`src/rtl/glyph_serializer_if.sv`:
```
// glyph_serializer_if: character, glyph-ROM and pixel-stream signals of the glyph serializer
//   master: serializer side (accepts characters, drives glyph requests and the pixel stream)
//   slave : environment side (character source, glyph stage, framebuffer writer)
interface glyph_serializer_if #(
  parameter int WIDTH = 8,
  parameter int HEIGHT = 16,
  parameter int UCPW = 21,
  parameter int COLRW = 4
);
  logic ch_valid;
  logic ch_ready;
  logic [UCPW-1:0] ch_ucp;
  logic [COLRW-1:0] ch_fg;
  logic [COLRW-1:0] ch_bg;
  logic [UCPW-1:0] glyph_ucp;
  logic [$clog2(HEIGHT)-1:0] glyph_line;
  logic [WIDTH-1:0] glyph_pix;
  logic pix_valid;
  logic pix_ready;
  logic [COLRW-1:0] pix_colour;
  logic [$clog2(WIDTH)-1:0] pix_x;
  logic [$clog2(HEIGHT)-1:0] pix_y;
  logic pix_last;
  modport master (
    input ch_valid, ch_ucp, ch_fg, ch_bg, glyph_pix, pix_ready,
    output ch_ready, glyph_ucp, glyph_line, pix_valid, pix_colour, pix_x, pix_y, pix_last
  );
  modport slave (
    output ch_valid, ch_ucp, ch_fg, ch_bg, glyph_pix, pix_ready,
    input ch_ready, glyph_ucp, glyph_line, pix_valid, pix_colour, pix_x, pix_y, pix_last
  );
endinterface

```
`src/rtl/glyph_serializer.sv`:
```
// glyph_serializer: turns one character into a row-major coloured pixel stream via the glyph ROM stage
//   clk, rst : clock, synchronous active-low reset
//   bus      : ch_* character handshake in, glyph_ucp/glyph_line request out, glyph_pix line in,
//              pix_* pixel handshake out (colour, x, y, last)
//   GLYPH_SER_PREFETCH_EN : fetch line n+1 into a shadow register while line n streams out
module glyph_serializer #(
  parameter int WIDTH = 8,
  parameter int HEIGHT = 16,
  parameter int UCPW = 21,
  parameter int COLRW = 4,
  parameter int GLYPH_LAT = 4
) (
  input logic clk,
  input logic rst,
  glyph_serializer_if.master bus
);
  localparam int XW = $clog2(WIDTH);
  localparam int YW = $clog2(HEIGHT);
  localparam int CW = $clog2(GLYPH_LAT + 1);
  typedef enum logic [1:0] {IDLE, REQ, WAIT, SHIFT} state_t;
  state_t state, state_n;
  logic [WIDTH-1:0] shift_q;
  logic [XW-1:0] col;
  logic [YW-1:0] line, gline;
  logic [UCPW-1:0] gucp;
  logic [COLRW-1:0] fg, bg;
  logic [CW-1:0] wcnt;
  logic hs, end_row, end_glyph, wait_done, next_rdy;
`ifdef GLYPH_SER_PREFETCH_EN
  logic [WIDTH-1:0] shadow, next_pix;
  logic shadow_v, pf_pend, pf_cap, enter_shift;
  logic [CW-1:0] pf_cnt;
  logic [YW-1:0] new_line;
  // a row ending before its prefetch returned waits for that same request
  localparam state_t MISS = WAIT;
`else
  localparam state_t MISS = REQ;
`endif
  assign bus.ch_ready = rst && state == IDLE;
  assign bus.glyph_ucp = gucp;
  assign bus.glyph_line = gline;
  assign bus.pix_valid = state == SHIFT;
  assign bus.pix_x = col;
  assign bus.pix_y = line;
  assign bus.pix_colour = state != SHIFT ? '0 : shift_q[col] ? fg : bg;
  assign bus.pix_last = state == SHIFT && col == XW'(WIDTH - 1) && line == YW'(HEIGHT - 1);
  always_comb begin
    hs = state == SHIFT && bus.pix_ready;
    end_row = hs && col == XW'(WIDTH - 1);
    end_glyph = end_row && line == YW'(HEIGHT - 1);
`ifdef GLYPH_SER_PREFETCH_EN
    pf_cap = pf_pend && pf_cnt == '0;
    wait_done = pf_pend ? pf_cap : wcnt == '0;
    // a capture landing on the last-column handshake is used directly
    next_rdy = shadow_v || pf_cap;
    next_pix = shadow_v ? shadow : bus.glyph_pix;
    enter_shift = (state == WAIT && wait_done) || (end_row && !end_glyph && next_rdy);
    new_line = state == WAIT ? line : line + 1'b1;
`else
    wait_done = wcnt == '0;
    next_rdy = 1'b0;
`endif
    state_n = state == IDLE ? (bus.ch_valid ? REQ : IDLE) :
              state == REQ ? WAIT :
              state == WAIT ? (wait_done ? SHIFT : WAIT) :
              !end_row ? SHIFT : end_glyph ? IDLE : next_rdy ? SHIFT : MISS;
  end
  always_ff @(posedge clk) begin
    if (!rst) begin
      state <= IDLE;
      shift_q <= '0;
      col <= '0;
      line <= '0;
      gline <= '0;
      gucp <= '0;
      fg <= '0;
      bg <= '0;
      wcnt <= '0;
`ifdef GLYPH_SER_PREFETCH_EN
      shadow <= '0;
      shadow_v <= 1'b0;
      pf_pend <= 1'b0;
      pf_cnt <= '0;
`endif
    end else begin
      state <= state_n;
      if (state == IDLE && bus.ch_valid) begin
        fg <= bus.ch_fg;
        bg <= bus.ch_bg;
        gucp <= bus.ch_ucp;
        gline <= '0;
        line <= '0;
      end
      // REQ is cycle t; WAIT then runs t+1..t+GLYPH_LAT and captures at the end of the last one
      if (state == REQ) wcnt <= CW'(GLYPH_LAT - 1);
      if (state == WAIT && wcnt != '0) wcnt <= wcnt - 1'b1;
      if (state == WAIT && wait_done) shift_q <= bus.glyph_pix;
      if (hs) col <= end_row ? '0 : col + 1'b1;
      if (end_row && !end_glyph) line <= line + 1'b1;
`ifdef GLYPH_SER_PREFETCH_EN
      if (end_row) shadow_v <= 1'b0;
      else if (pf_cap && state == SHIFT) begin
        shadow <= bus.glyph_pix;
        shadow_v <= 1'b1;
      end
      if (end_row && !end_glyph && next_rdy) shift_q <= next_pix;
      if (pf_pend && pf_cnt != '0) pf_cnt <= pf_cnt - 1'b1;
      if (pf_cap) pf_pend <= 1'b0;
      // the first SHIFT cycle of every row but the last is the request cycle for the next row
      if (enter_shift && new_line != YW'(HEIGHT - 1)) begin
        gline <= new_line + 1'b1;
        pf_pend <= 1'b1;
        pf_cnt <= CW'(GLYPH_LAT);
      end
`else
      if (end_row && !end_glyph) gline <= line + 1'b1;
`endif
    end
  end
endmodule
```
`src/flat_wrapper.sv`:
```
// flat-port wrapper written by rule: the top's interface ports become plain ports
module glyph_serializer_flat 
#(
  parameter int WIDTH = 8,
  parameter int HEIGHT = 16,
  parameter int UCPW = 21,
  parameter int COLRW = 4,
  parameter int GLYPH_LAT = 4
)
  (clk, rst, bus_ch_valid, bus_ch_ucp, bus_ch_fg, bus_ch_bg, bus_glyph_pix, bus_pix_ready, bus_ch_ready, bus_glyph_ucp, bus_glyph_line, bus_pix_valid, bus_pix_colour, bus_pix_x, bus_pix_y, bus_pix_last);
  glyph_serializer_if #(.WIDTH(WIDTH), .HEIGHT(HEIGHT), .UCPW(UCPW), .COLRW(COLRW)) bus_i ();
  input logic clk;
  input logic rst;
  input wire logic [$bits(bus_i.ch_valid)-1:0] bus_ch_valid;
  input wire logic [$bits(bus_i.ch_ucp)-1:0] bus_ch_ucp;
  input wire logic [$bits(bus_i.ch_fg)-1:0] bus_ch_fg;
  input wire logic [$bits(bus_i.ch_bg)-1:0] bus_ch_bg;
  input wire logic [$bits(bus_i.glyph_pix)-1:0] bus_glyph_pix;
  input wire logic [$bits(bus_i.pix_ready)-1:0] bus_pix_ready;
  output wire logic [$bits(bus_i.ch_ready)-1:0] bus_ch_ready;
  output wire logic [$bits(bus_i.glyph_ucp)-1:0] bus_glyph_ucp;
  output wire logic [$bits(bus_i.glyph_line)-1:0] bus_glyph_line;
  output wire logic [$bits(bus_i.pix_valid)-1:0] bus_pix_valid;
  output wire logic [$bits(bus_i.pix_colour)-1:0] bus_pix_colour;
  output wire logic [$bits(bus_i.pix_x)-1:0] bus_pix_x;
  output wire logic [$bits(bus_i.pix_y)-1:0] bus_pix_y;
  output wire logic [$bits(bus_i.pix_last)-1:0] bus_pix_last;
  assign bus_i.ch_valid = bus_ch_valid;
  assign bus_i.ch_ucp = bus_ch_ucp;
  assign bus_i.ch_fg = bus_ch_fg;
  assign bus_i.ch_bg = bus_ch_bg;
  assign bus_i.glyph_pix = bus_glyph_pix;
  assign bus_i.pix_ready = bus_pix_ready;
  assign bus_ch_ready = bus_i.ch_ready;
  assign bus_glyph_ucp = bus_i.glyph_ucp;
  assign bus_glyph_line = bus_i.glyph_line;
  assign bus_pix_valid = bus_i.pix_valid;
  assign bus_pix_colour = bus_i.pix_colour;
  assign bus_pix_x = bus_i.pix_x;
  assign bus_pix_y = bus_i.pix_y;
  assign bus_pix_last = bus_i.pix_last;
  glyph_serializer #(.WIDTH(WIDTH), .HEIGHT(HEIGHT), .UCPW(UCPW), .COLRW(COLRW), .GLYPH_LAT(GLYPH_LAT)) u_core (.clk(clk), .rst(rst), .bus(bus_i));
endmodule
```
`config.mk`:
```
export PLATFORM = sky130hd
export DESIGN_NAME = glyph_serializer_flat
export DESIGN_NICKNAME = d
export VERILOG_FILES = /design/src/rtl/glyph_serializer_if.sv /design/src/rtl/glyph_serializer.sv /design/src/flat_wrapper.sv
export SDC_FILE = /design/constraint.sdc
export NUM_CORES = 1
export LEC_CHECK = 0
export ABC_AREA = 1
export BUFFER_PORTS_ARGS = -buffer_cell sky130_fd_sc_hd__buf_2
export CORE_MARGIN = 4
export CORE_UTILIZATION = 37
export DETAILED_ROUTE_END_ITERATION = 16
export GPL_TIMING_DRIVEN = 0
export PLACE_DENSITY_LB_ADDON = 0.05
export REMOVE_ABC_BUFFERS = 1
export SETUP_SLACK_MARGIN = 0.15
export SYNTH_ARGS = -nofsm -noshare
export SYNTH_HDL_FRONTEND = slang
export SYNTH_SLANG_ARGS = --single-unit
```
`constraint.sdc`:
```
create_clock -name clk -period 3.8 [get_ports clk]
set_clock_uncertainty 0.2 [all_clocks]
set_input_delay 0.38 -clock clk [delete_from_list [all_inputs] [get_ports clk]]
set_output_delay 0.38 -clock clk [all_outputs]
set_load 0.005 [all_outputs]
```
==> results.md <==
- Total power: 0.001107 W
- Post-synthesis mux area share: 0%
- Count of cell types in the netlist: 21
- Die W: 83.17 um
- Vias in the first global route: 1857
- TritonCTS clock tree: done
- Most frequent CP cell: nand2_1
- GR Overflow Total: 0
- CP max stage delay: 500 ps
- Yosys top cell area share: 46.92%
- Placement Cell Area: 2495 sq um
- Fin crit share: 58.65%
- Yosys Warn Count: 0
- Total GRT Usage: 14.19%
- Die H: 83.17 um
- Max-Cap Viols: 0
- Synth-to-layout area growth: 23.34%
- PortBufs: 79
- Placed Cells: 419
- Max VDD drop: 0.2317 mV
- Setup_tns: 0 ps
- Setup crit end: bus_pix_colour[2]
- Rel. slew slack: 56.17%
- Reg-to-reg startpoint: u_core.state[0]
- Antenna cell count: 0
- Placer congestion estimate: 0.7424
- Crit path launch: u_core.bus.pix_x[0]
- CTS H-Tree Depth: 2
- # rows: 27
- Final WL: 4.797 mm
- WL/cell: 11.23 um
- Hold Path Class: primary input to flip-flop
- # setup viols final: 0
- Core area: 5507 sq um
- RSZ-0062 raised after global routing: false
- Post-route design area: 2579 sq um
- CTS buffer count: 5
- Skew-Pair Late Insertion Delay: 300 ps
- Crit end category: output port
- First-pass GRT wire length: 8.155 mm
- Worst slew pin tran: 657.5 ps
- CP max FO: 8
- Initial antenna violation count: 0
- Antenna viol nets, final: 0
- Largest cells by area after synthesis: dfxtp_1 (47%), nor2_1 (12%), o21ai_0 (7.9%)
- I/O pin total: 80
- Tmin final: 2229 ps
- DP Wirelength: 3.387 mm
- Worst path bufs/invs: 2
- Critical path class: flip-flop to output port
- Fmax achieved: 448.7 MHz
- Worst reg2reg path depth: 6
- Hold_buf cts: 0
- Cell Pwr Density: 429.2 nW/um^2
- Reg-to-reg endpoint: u_core.bus.pix_y[3]
- Nets@finish: 400
- Syn Area/Cell: 7.414 sq um
- Xor-xnor portion of the synthesized cell area: 0.4189%
- Cells after synthesis: 282
- Final Hold Viols: 0
- Worst EP arrival: 1650 ps
- Max Slew Vio Count: 0
- Post-CTS sizing: 0
- Post-synth top area cell: dfxtp_1
- First-pass DRT Iterations: 4
- Critical Path RT: 3220 ps
- Worst-case clock buffer depth: 2
- Type of origin of the critical path: flip-flop
- Leakage: 1.249 nW
- DR vias: 1945
- Post-Synth Simple-Gate Area: 23.70%
- CTS Root Cell: clkbuf_8
- Post-synthesis adder-cell area fraction: 2.992%
- # clock sinks: 49
- CP cell instances: inv_2 -> nand2_1 -> nand3_1 -> nand2_1 -> nand2_1 -> nand2_1 -> nor2_1 -> nor2_1 -> buf_2
- Seq/Total Area, Yosys: 46.92%
- Pin count of the biggest net entering global routing: 44
- Clock transition at path regs: 90 ps
- Non-filler cells, final: 427
- Number of remaining DRC errors: 0
- Top cell family by delay on the critical path: simple AND/OR/NAND/NOR gates
- Synth Register Bits: 49
- Via-per-instance ratio: 4.555
- Critical path depth in cells: 9
- Initial drt markers: 51
- Layout cells sized above 1: 27.61%
- Die Area: 6917 sq um
- Initial Utilization: 37.97%
- Status: complete, no violations
- Netlist Area Pre-Place: 2091 sq um
- Compound-Gate Fraction of Synth Area: 16.70%
- Largest family of logic cells by synthesized area: simple AND/OR/NAND/NOR gates
- CP max stage cell: dfxtp_1
- Post-CTS setup buffer count: 0
- Reg2reg setup slack: 1770 ps
[cell usage in the layout (no fill, tap or decap)]
cell type   count
inv_2           5
nor2_2          2
buf_2          79
o21ai_1        11
ha_1            5
o21ai_0        33
clkinvlp_4      1
nor2_1         66
nor2_4          2
nand2_2         2
nand3_1        12
clkbuf_1        2
nand2_4         1
a31oi_1         3
inv_1          25
a211oi_1        2
nor2_8          1
nand2_1        29
clkbuf_8        5
a21oi_1        19
xor2_1          1
dfxtp_1        49
[cell type report]
class,count,area (sq um)
Clock buffer,7,76.32
Multi-Input combinational cell,189,915.9
Tap cell,72,90.09
Clock inverter,1,7.507
Fill cell,595,2928
Inverter,30,112.6
Sequential cell,49,980.9
Timing Repair Buffer,79,395.4
[routing by layer]
layer / GRT usage, % / wire [um] / share of wire (%) / up-vias
li1: - / - / - / 1041
met3: 6.250 / 423 / 8.8 / 7
met2: 22.45 / 2075 / 43 / 50
met1: 17.11 / 2225 / 46 / 847
met4: 4.903 / 74 / 1.5 / 0
met5: 0 / 0 / 0 / -
[cell usage after synthesis]
master     n
ha_1       5
nor2_2     2
nand2_1   29
nand2_2    2
dfxtp_1   49
o21ai_1   11
nor2_8     1
a211oi_1   2
clkbuf_1   5
xor2_1     1
nand2_4    1
a31oi_1    3
inv_2      5
o21ai_0   33
nor2_4     2
inv_1     25
nor2_1    66
buf_2      2
nand3_1   12
a21oi_1   19
buf_4      7
[worst min-delay path, stage by stage]
cell and delay (ps):
buf_2 70, o21ai_1 50, nor2_1 70
[power breakdown]
| group | internal [W] | switching (W) | leakage [nW] |
|---|---|---|---|
| logic | 0.0000868 | 0.000128 | 0.807 |
| clock network | 0.000131 | 0.000170 | 0.0385 |
| registers | 0.000568 | 0.0000242 | 0.403 |
[worst min path at each step]
stage | from | to | cells after the start
finish | bus_ch_ucp[15] | u_core.bus.glyph_ucp[15] | 3
global route | bus_ch_ucp[13] | u_core.bus.glyph_ucp[13] | 3
CTS | bus_ch_ucp[15] | u_core.bus.glyph_ucp[15] | 3
detailed placement | u_core.shift_q[7] | u_core.shift_q[7] | 2
global placement | u_core.fg[3] | u_core.fg[3] | 2
floorplan | u_core.shift_q[0] | u_core.shift_q[0] | 2
[cells by family after synthesis]
| logic type | Yosys count |
|---|---|
| DFF | 49 |
| buffers and inverters | 44 |
| and+or+nand+nor | 115 |
| xor gates and xnor gates | 1 |
| AOI/OAI and AO/OA | 68 |
| adders and majority gates | 5 |
[metrics by stage]
step / hold slack (ps) / worst slack [ps] / utilization, %
after floorplan: 228.6 / 2140 / -
after global placement: 242.8 / 1707 / 45.31
after detailed placement: 247.2 / 1738 / 45.31
after CTS: 97.11 / 1526 / 46.83
after global routing: 106.2 / 1365 / 46.83
final: 106.8 / 1571 / 46.83
[state kept, by name, summed over array words and instances (netlist names)]
signal,count
u_core.bus.glyph_ucp,21
u_core.shift_q,8
u_core.bg,4
u_core.bus.pix_y,4
u_core.fg,4
u_core.bus.pix_x,3
u_core.wcnt,3
u_core.state,2
No activity file was read; power rests on OpenSTA's default activity.
